==> src/rtl/mux_scan.sv <==
// Registered N-channel multiplexer with manual select and round-robin auto-scan.
// Adds clock enable, channel tag, valid flag and an end-of-sweep wrap pulse.
module mux_scan #(
  parameter int unsigned WIDTH = 8,
  parameter int unsigned N_CH  = 4,
  parameter int unsigned SEL_W = 2,
  parameter int unsigned DWELL = 3
) (
  input  logic                  clk,
  input  logic                  rst_n,
  input  logic                  en,
  input  logic                  mode,
  input  logic [SEL_W-1:0]      sel,
  input  logic [N_CH*WIDTH-1:0] din,
  output logic [WIDTH-1:0]      y,
  output logic [SEL_W-1:0]      ch,
  output logic                  valid,
  output logic                  wrap
);

  localparam int unsigned DW_W    = (DWELL > 1) ? $clog2(DWELL) : 1;
  localparam int unsigned LAST_CH = N_CH - 1;
  localparam int unsigned LAST_DW = DWELL - 1;

  logic [SEL_W-1:0] ptr_q, ptr_d;
  logic [DW_W-1:0]  dwell_q, dwell_d;
  logic             mode_q, mode_d;

  logic [WIDTH-1:0] y_d;
  logic [SEL_W-1:0] ch_d;
  logic             valid_d;
  logic             wrap_d;

  logic [SEL_W-1:0] p;
  logic [DW_W-1:0]  d;
  logic             sel_ok;

  // Decoded channel read; only legal indices ever match, so no out-of-range slice.
  function automatic logic [WIDTH-1:0] pick(input logic [N_CH*WIDTH-1:0] din_v,
                                            input logic [SEL_W-1:0]      idx);
    logic [WIDTH-1:0] r;
    r = '0;
    for (int unsigned k = 0; k < N_CH; k++) begin
      if (idx == SEL_W'(k)) r = din_v[k*WIDTH +: WIDTH];
    end
    return r;
  endfunction

  assign sel_ok = ({1'b0, sel} < (SEL_W+1)'(N_CH));

  // State register
  always_ff @(posedge clk) begin
    if (!rst_n) begin
      y       <= '0;
      ch      <= '0;
      valid   <= 1'b0;
      wrap    <= 1'b0;
      ptr_q   <= '0;
      dwell_q <= '0;
      mode_q  <= 1'b0;
    end else begin
      y       <= y_d;
      ch      <= ch_d;
      valid   <= valid_d;
      wrap    <= wrap_d;
      ptr_q   <= ptr_d;
      dwell_q <= dwell_d;
      mode_q  <= mode_d;
    end
  end

  // Next-state: manual select or scan step on enabled edges, freeze otherwise
  always_comb begin
    y_d     = y;
    ch_d    = ch;
    valid_d = 1'b0;
    wrap_d  = 1'b0;
    ptr_d   = ptr_q;
    dwell_d = dwell_q;
    mode_d  = mode_q;
    p       = ptr_q;
    d       = dwell_q;

    if (en) begin
      mode_d = mode;
      if (!mode) begin
        ch_d    = sel;
        dwell_d = '0;
        if (sel_ok) begin
          y_d     = pick(din, sel);
          valid_d = 1'b1;
        end else begin
          y_d = '0;
        end
      end else begin
        // Entering auto restarts the sweep from sel (or ch0 when sel is illegal)
        if (!mode_q) begin
          p = sel_ok ? sel : '0;
          d = '0;
        end
        y_d     = pick(din, p);
        ch_d    = p;
        valid_d = 1'b1;
        if (d == DW_W'(LAST_DW)) begin
          dwell_d = '0;
          ptr_d   = (p == SEL_W'(LAST_CH)) ? '0 : p + SEL_W'(1);
          wrap_d  = (p == SEL_W'(LAST_CH));
        end else begin
          dwell_d = d + DW_W'(1);
          ptr_d   = p;
        end
      end
    end
  end

endmodule
==> config.mk <==
export PLATFORM = sky130hd
export DESIGN_NAME = mux_scan
export DESIGN_NICKNAME = d
export VERILOG_FILES = /design/src/rtl/mux_scan.sv
export SDC_FILE = /design/constraint.sdc
export NUM_CORES = 1
export LEC_CHECK = 0
export BUFFER_PORTS_ARGS = -buffer_cell sky130_fd_sc_hd__buf_2
export CORE_ASPECT_RATIO = 0.75
export CORE_MARGIN = 4
export CORE_UTILIZATION = 52
export CTS_CLUSTER_SIZE = 28
export DETAILED_ROUTE_END_ITERATION = 8
export PLACE_DENSITY_LB_ADDON = 0.2
export RECOVER_POWER = 25
export SLEW_MARGIN = 20
export SYNTH_ARGS = -nofsm -noshare
export SYNTH_HDL_FRONTEND = slang
export SYNTH_SLANG_ARGS = --single-unit
==> constraint.sdc <==
create_clock -name clk -period 4.89 [get_ports clk]
set_input_delay 0.2445 -clock clk [delete_from_list [all_inputs] [get_ports clk]]
set_output_delay 0.2445 -clock clk [all_outputs]
set_load 0.05 [all_outputs]
== Word-level counts from Yosys, hierarchy flattened ==
Index checks and enable logic that the tools add are counted.
Word-level totals
  output and inout bits: 12
  bits in read-only memories: 0
  bits in latches: 0
  input port bits: 38
  word-level logic and storage cells: 41
  memory bits (writable): 0
  memories kept: 0
  register bits: 17
Operators by class
  add/sub/neg operators: 2
  div/mod/pow operators: 0
  multipliers: 0
  $lt $le $gt $ge: 0
  equal/unequal tests: 7
  bitwise gates (word level): 0
  reductions and logical operators: 4
  mux-type cells: 21
  shift operators: 0
Operators by type and width (count)
  two-way mux 8 bit: 9
  two-way mux 2 bit: 11
  == test 2 bit, second input constant: 5
  adder 2 x 1 -> 2 bit, second input constant: 2
  == test 2 x 1 -> 1 bit, second input constant: 2
  logical NOT 2 bit: 2
  AND reduction 4 bit: 1
  AND reduction 2 bit: 1
  two-way mux 1 bit: 1

== Logic depth before layout (Yosys ltp) ==
Gate-level depths: netlist of run 1.
  depth in word-level cells: 9
  depth in mapped cells: 10
  gate-level depth less buffers: 7

== Least setup slack after synthesis of run 1 ==
Ideal clock, no wire load.
  kind: reg2reg
  start point: reg mode_q
  end point: reg y[0]
  arrival: 1893 ps
  setup slack: 2879 ps
  cell stages (with the launch flop): 9
  data required time: 4771 ps
  path buffers: 2
  period minus slack after synthesis: 2011 ps
  library setup time: 119 ps
  path through: dfxtp_1 mux2i_1 ha_1 buf_6 nor2b_4 buf_6 a221oi_2 o2111ai_1 o221a_2
Between the ends
  cells in the longest elaborated chain, start to end: 9
  elaborated cells between the ends (all ways): 12
  classes of those cells: eq/ne (3); mux (8); reduce/logical (1)
Ends and longest elaborated chain
  start: declaration: line 27  | logic mode_q, mode_d;
  start signal: assignment: line 68  | mode_q <= mode_d;
  two-way mux 2 bit *: line 97  | if (!mode_q) begin
  two-way mux 2 bit *: line 86  | if (!mode) begin
  two-way mux 2 bit *: line 84  | if (en) begin
  logical NOT 2 bit: line 44  | if (idx == SEL_W'(k)) r = din_v[k*WIDTH +: WIDTH];
  two-way mux 8 bit (3 in series): line 44
  two-way mux 8 bit *: line 44
  two-way mux 8 bit *: line 86
  end signal: assignment: line 62  | y <= y_d;
  end: declaration: line 15  | output logic [WIDTH-1:0] y,
Mark *: on every way between the ends. The rest lies on a longest branch, timed or not. The select of a mux whose other input is x is not followed.
A chain may end at the register's enable or synchronous reset.

== Worst setup path in the final report of run 1 ==
Same ends and word-level chain as after synthesis.

==> metrics, run 1 <==
Final setup viols=0; slowest stage delay, CP=0.54 ns; Horiz. Die Dim=65.3 um; initial antenna violation count=0; vias in the first global route=1,302; number of H-tree levels=1; CP max-delay cell=ha_1; fin crit period=2.46 ns; count of different cell masters after synthesis=33; syn nets=184; CTS Hold Buffers Added=0; Worst-path clk slew=0.10 ns; TritonRoute pass-1 iters=4; Routed WL per cell=16.6 um; Yosys reg bits=17; CP top delay family=compound AO/OA/AOI/OAI gates; commonest non-fill, non-tap cells in the layout=buf_2 (45), dfxtp_1 (17), nand2_1 (16), nor2_1 (12), o21ai_0 (10); critical path, cell by cell=mux2i_1, ha_1, nor2b_4, a221oi_2, o2111ai_1, o221a_2; Worst Tran Pin Value=1.06 ns; relative slew slack=29.6%; total negative setup slack=0 ns; Sink Count=17; Gate power share=35.9%; Power Internal=0.230 mW; skew final=0.00273 ns; CTS tree=built; worst-path fanout max=9; Clock Latency Late Sink=0.29 ns; Layout Nets=226; status=completed; Clock Path Buffers=2; final-layout fill cell count=214; max-slew violation count=0; CP Capture Type=flop; gr ovfl total=0; Post-CTS Resized=0; startpoint types=flop; crit path kind=reg2reg; async set-reset flop share out of synthesis=0%; Reg power frac=42.3%; CP bufs+invs=0; DR iter-0 viols=53; WP data arrival=2.66 ns; total global-route track usage=23.2%; Port Buffers=49; Yosys warning count=0; share of cells above drive strength 1=35.0%; CP required=5.09 ns; post-DP HPWL=2.67 mm; Routed WL=3.60 mm; Vias=1,282; clock power share=21.7%; Place WS=2.49 ns; Layout Cell Area excl Fill=1520 um2; CORE AREA=2330 um2; register area share after synthesis=26.6%; unrepaired setup endpoints after global routing=no; Starting Density=55.1%; setup bufs post-CTS=0; FP Rows=15; Final Util=65.3%; Die Ht=51.0 um; Mapped Area=1280 um2; PwrDens=238 nW/um2; maximum capacitance violations=0; DRC Markers=0; final worst slack=2.43 ns; Vias/cell=5.91; Clock Tree Root=clkbuf_4; most common cell after layout, fill and taps aside=buf_2; Placed Area=1500 um2; fmax=406 MHz; Hold WS=0.327 ns; final hold vios=0; # IOs=50; Post-synth EDFFs=0; Sw Pwr=0.131 mW; die area=3330 um2; Placer Congestion=0.841; Hold Path Class=in2reg; Pleak=0.648 nW; post-route clock period utilization=50.3%; ANT cells=0; Sw Ratio=36.2%; largest net degree at the start of global routing=26; CTS Buf Count=3; ANT nets after route=0; area grow syn2layout=18.7%; global-route wire length before repair=5.98 mm; cells after synthesis=142; top_reg_cell synth=dfxtp_1; syn_area_per_cell=9.02 um2; maximum vdd drop=0.000194 V
[path summary, 6_finish.rpt]
path                            depth (start not counted)  slack [ns]  startpoint  endpoint
worst max-delay path                                    6        2.43      mode_q      y[0]
worst min-delay path                                    2        0.33       rst_n      y[5]
worst max register to register                          6        2.43      mode_q      y[0]
worst min register to register                          2        0.46    ptr_q[1]  ptr_q[1]
[state kept, by name (all words and copies together) (netlist names)]
signal,count
ptr_q,2
y,8
wrap,1
ch,2
mode_q,1
dwell_q,2
valid,1
[synth_stat cells, drive strengths merged, types with 5 or more instances]
master	number	area, um2
nand2	16	60.1
a21oi	6	30.0
nand2b	7	46.3
o21ai	10	50.1
and2	5	31.3
dfxtp	17	340
mux2i	9	103
nor2	12	45.0
buf	8	55.1
a221oi	8	95.1
[cell type report]
cell class	instances	area [um2]	share of cell area (%)
Clock buffer	4	26.3	1.73
Inverter	3	11.3	0.741
Multi-Input combinational cell	110	860	56.5
Sequential cell	17	340	22.4
Tap cell	34	42.5	2.80
Timing Repair Buffer	49	240	15.8
[power by group through the flow]
stage / clock network, mW / logic, mW / registers [mW]
3_3_place_gp: 0 / 0.125 / 0.155
6_report: 0.0785 / 0.130 / 0.153
2_1_floorplan: 0 / 0.0688 / 0.180
4_1_cts: 0.0794 / 0.130 / 0.153
3_5_place_dp: 0 / 0.129 / 0.156
5_1_grt: 0.0860 / 0.139 / 0.154
[kinds of logic after synthesis]
kind of cell             count (synthesis)  share of synthesized area, %
XOR/XNOR                                 1                         0.684
AO/OA/AOI/OAI                           44                          28.2
buffers and inverters                   15                          6.35
adder cells (fa/ha/maj)                  4                          3.91
flip-flops                              17                          26.6
multiplexers                            13                          15.0
AND/OR/NAND/NOR                         48                          19.2
[per-layer routing]
metal,vias to the layer above,wire length (um),GRT usage [%]
li1,614,-,-
met1,589,1530,28.1
met2,73,1680,40.2
met3,6,345,5.93
met4,0,51,7.24
met5,-,0,0
[through the flow]
| step | total power, mW | instances |
|---|---|---|
| floorplan | 0.249 | 142 |
| global placement | 0.280 | 213 |
| detailed placement | 0.285 | 213 |
| CTS | 0.362 | 217 |
| global route | 0.380 | 217 |
| finish | 0.361 | 217 |
(Power assumes the default switching activity.)
==> inputs of run 2 (changes only) <==
--- a/config.mk
+++ b/config.mk
@@ -5,10 +5,11 @@
 export SDC_FILE = /design/constraint.sdc
 export NUM_CORES = 1
 export LEC_CHECK = 0
+export ABC_AREA = 1
 export BUFFER_PORTS_ARGS = -buffer_cell sky130_fd_sc_hd__buf_2
 export CORE_ASPECT_RATIO = 0.75
 export CORE_MARGIN = 4
-export CORE_UTILIZATION = 52
+export CORE_UTILIZATION = 44
 export CTS_CLUSTER_SIZE = 28
 export DETAILED_ROUTE_END_ITERATION = 8
 export PLACE_DENSITY_LB_ADDON = 0.2
==> constraint.sdc (replaced) <==
create_clock -name clk -period 2.2 [get_ports clk]
set_input_delay 0.11 -clock clk [delete_from_list [all_inputs] [get_ports clk]]
set_output_delay 0.11 -clock clk [all_outputs]
set_load 0.05 [all_outputs]
==> metrics, run 2 <==
maximum vdd drop=0.000357 V; skew final=0.00972 ns; commonest non-fill, non-tap cells in the layout=nand2_1 (53), buf_2 (43), a21oi_1 (35), nand3_1 (24), nor2_1 (24); final worst slack=0.206 ns; die area=3930 um2; worst-path fanout max=10; largest family of logic cells by synthesized area=simple AND/OR/NAND/NOR gates; max FFs per register=8; Routed WL per cell=12.5 um; Clock Latency Late Sink=0.25 ns; most used standard cell by instance count after synthesis=nand2_1; initial antenna violation count=0; vias in the first global route=1,421; Placer Congestion=0.845; Yosys reg bits=17; CORE AREA=2720 um2; Synth Area in XOR/XNOR=0.667%; CP bufs+invs=1; Vias=1,585; Clock Path Buffers=2; CP max-delay cell=dfxtp_1; async set-reset flop share out of synthesis=0%; CP Capture Type=flop; hold path start=rst_n; area grow syn2layout=20.8%; Place WS=0.239 ns; most common cell after layout, fill and taps aside=nand2_1; post-synthesis adder-cell area fraction=3.81%; status=completed; Hold EP=y[5]; slowest stage delay, CP=0.55 ns; Vias/cell=5.27; critical path, cell by cell=nand2_1, o21ai_4, ha_1, inv_1, nor2_1, nor2_1, a21oi_1, a21oi_1; share of cells above drive strength 1=20.8%; compound-gate portion of the synthesized area=25.2%; Routed WL=3.76 mm; count of different cell masters after synthesis=27; CTS Buf Count=3; Layout Nets=308; Final setup viols=0; Mapped Area=1310 um2; largest net degree at the start of global routing=18; WP data arrival=2.12 ns; relative slew slack=59.0%; # IOs=50; crit path kind=reg2reg; total global-route track usage=19.2%; unrepaired setup endpoints after global routing=no; Simple-Gate Fraction of Synth Area=33.9%; Port Buffers=49; DRC Markers=0; Worst-path clk slew=0.07 ns; top cell type's share of synthesized area=25.9%; Crit Reg-Reg Endpoint=y[2]; post-DP HPWL=2.99 mm; Worst R2R Start=mode_q; DR iter-0 viols=117; Clock Tree Root=clkbuf_8; syn_area_per_cell=5.97 um2; area leader, netlist=dfxtp_1; CP required=2.33 ns; Worst Tran Pin Value=0.615 ns; Hold Path Class=in2reg; FP Rows=16; Biggest register=y; PwrDens=548 nW/um2; final hold vios=0; ANT cells=0; max-slew violation count=0; Reg2Reg Depth=8; Sink Count=17; Synth top cells by count=nand2_1 (53), a21oi_1 (35), nand3_1 (24), nor2_1 (24), o21ai_0 (22); Starting Density=48.3%; flop-to-flop setup slack=0.21 ns; Pleak=0.795 nW; cells after synthesis=220; fmax=502 MHz; post-route clock period utilization=90.6%; worst hold stages=3; Horiz. Die Dim=71.1 um; fin crit period=1.99 ns; CTS tree=built; gr ovfl total=0; Yosys warning count=0; number of H-tree levels=1; global-route wire length before repair=6.31 mm; Synth area leaders=dfxtp_1 (26%), nand2_1 (15%), a21oi_1 (13%), nand3_1 (9.1%), o21ai_0 (8.4%); startpoint types=flop; syn nets=262; Die Ht=55.3 um; CTS Hold Buffers Added=0; setup bufs post-CTS=0; CP top delay family=flip-flops; total negative setup slack=0 ns; Post-CTS Resized=0; Post-synth EDFFs=0; top_reg_cell synth=dfxtp_1; ANT nets after route=0; TritonRoute pass-1 iters=4; maximum capacitance violations=0; post-synthesis mux area share=0%; register area share after synthesis=25.9%
[run 2: cell types whose count changed after synthesis, sizes merged, moves of 8 or more]
cell    before  now
a21oi        6   36
a221oi       8    0
inv          3   19
mux2i        9    0
nand2       16   54
nand3        1   24
nor2        12   26
o21ai       10   25
[run 2: per-layer routing]
layer / global-route usage, % / wire [um]
met1: 27.5 / 1800
met2: 28.4 / 1550
met3: 4.89 / 369
met4: 5.36 / 37
met5: 0 / 0
[run 2: power by group]
| group | internal (mW) | leakage (nW) | total, mW | switching [mW] |
|---|---|---|---|---|
| Clock | 0.129 | 0.0228 | 0.230 | 0.101 |
| Sequential | 0.329 | 0.140 | 0.341 | 0.0128 |
| Combinational | 0.0949 | 0.632 | 0.298 | 0.203 |
[run 2: per-stage QoR]
stage	instance area, um2	utilization, %	power, mW	std cells	hold slack, ns
3_3_place_gp	1550	56.9	0.644	297	0.471
2_1_floorplan	1310	-	0.554	220	0.227
4_1_cts	1590	58.5	0.876	301	0.198
5_1_grt	1590	58.3	0.928	301	0.226
3_5_place_dp	1550	56.9	0.645	297	0.472
6_report	1590	58.3	0.869	301	0.209
[run 2: worst max-delay path by stage]
| stage | from | to | slack, ns | depth (start not counted) |
|---|---|---|---|---|
| floorplan | mode_q | y[0] | 0.59 | 12 |
| CTS | mode_q | y[4] | 0.21 | 8 |
| finish | mode_q | y[2] | 0.21 | 8 |
| detailed placement | mode_q | y[4] | 0.24 | 8 |
| global route | mode_q | y[7] | 0.05 | 11 |
| global placement | mode_q | y[4] | 0.26 | 8 |
[run 2: layout make-up]
class / instances / area [um2]
multi-input combinational: 174 / 836
clock buffer: 4 / 45.0
fill: 298 / 1140
inverter: 20 / 75.1
tap: 36 / 45.0
timing repair buffer: 50 / 245
sequential: 17 / 340
[run 2: cell families after synthesis]
group,Yosys count
adders and majority gates,4
xor gates and xnor gates,1
and+or+nand+nor,107
DFF,17
buffers and inverters,29
AOI/OAI and AO/OA,62
[run 2: worst register-to-register path: cells and delay by family (launching register included)]
| family | cells | cell delay, ns |
|---|---|---|
| buf+inv | 1 | 0.22 |
| fa+ha+maj | 1 | 0.39 |
| flops | 1 | 0.55 |
| compound gates | 3 | 0.37 |
| simple gates | 3 | 0.35 |
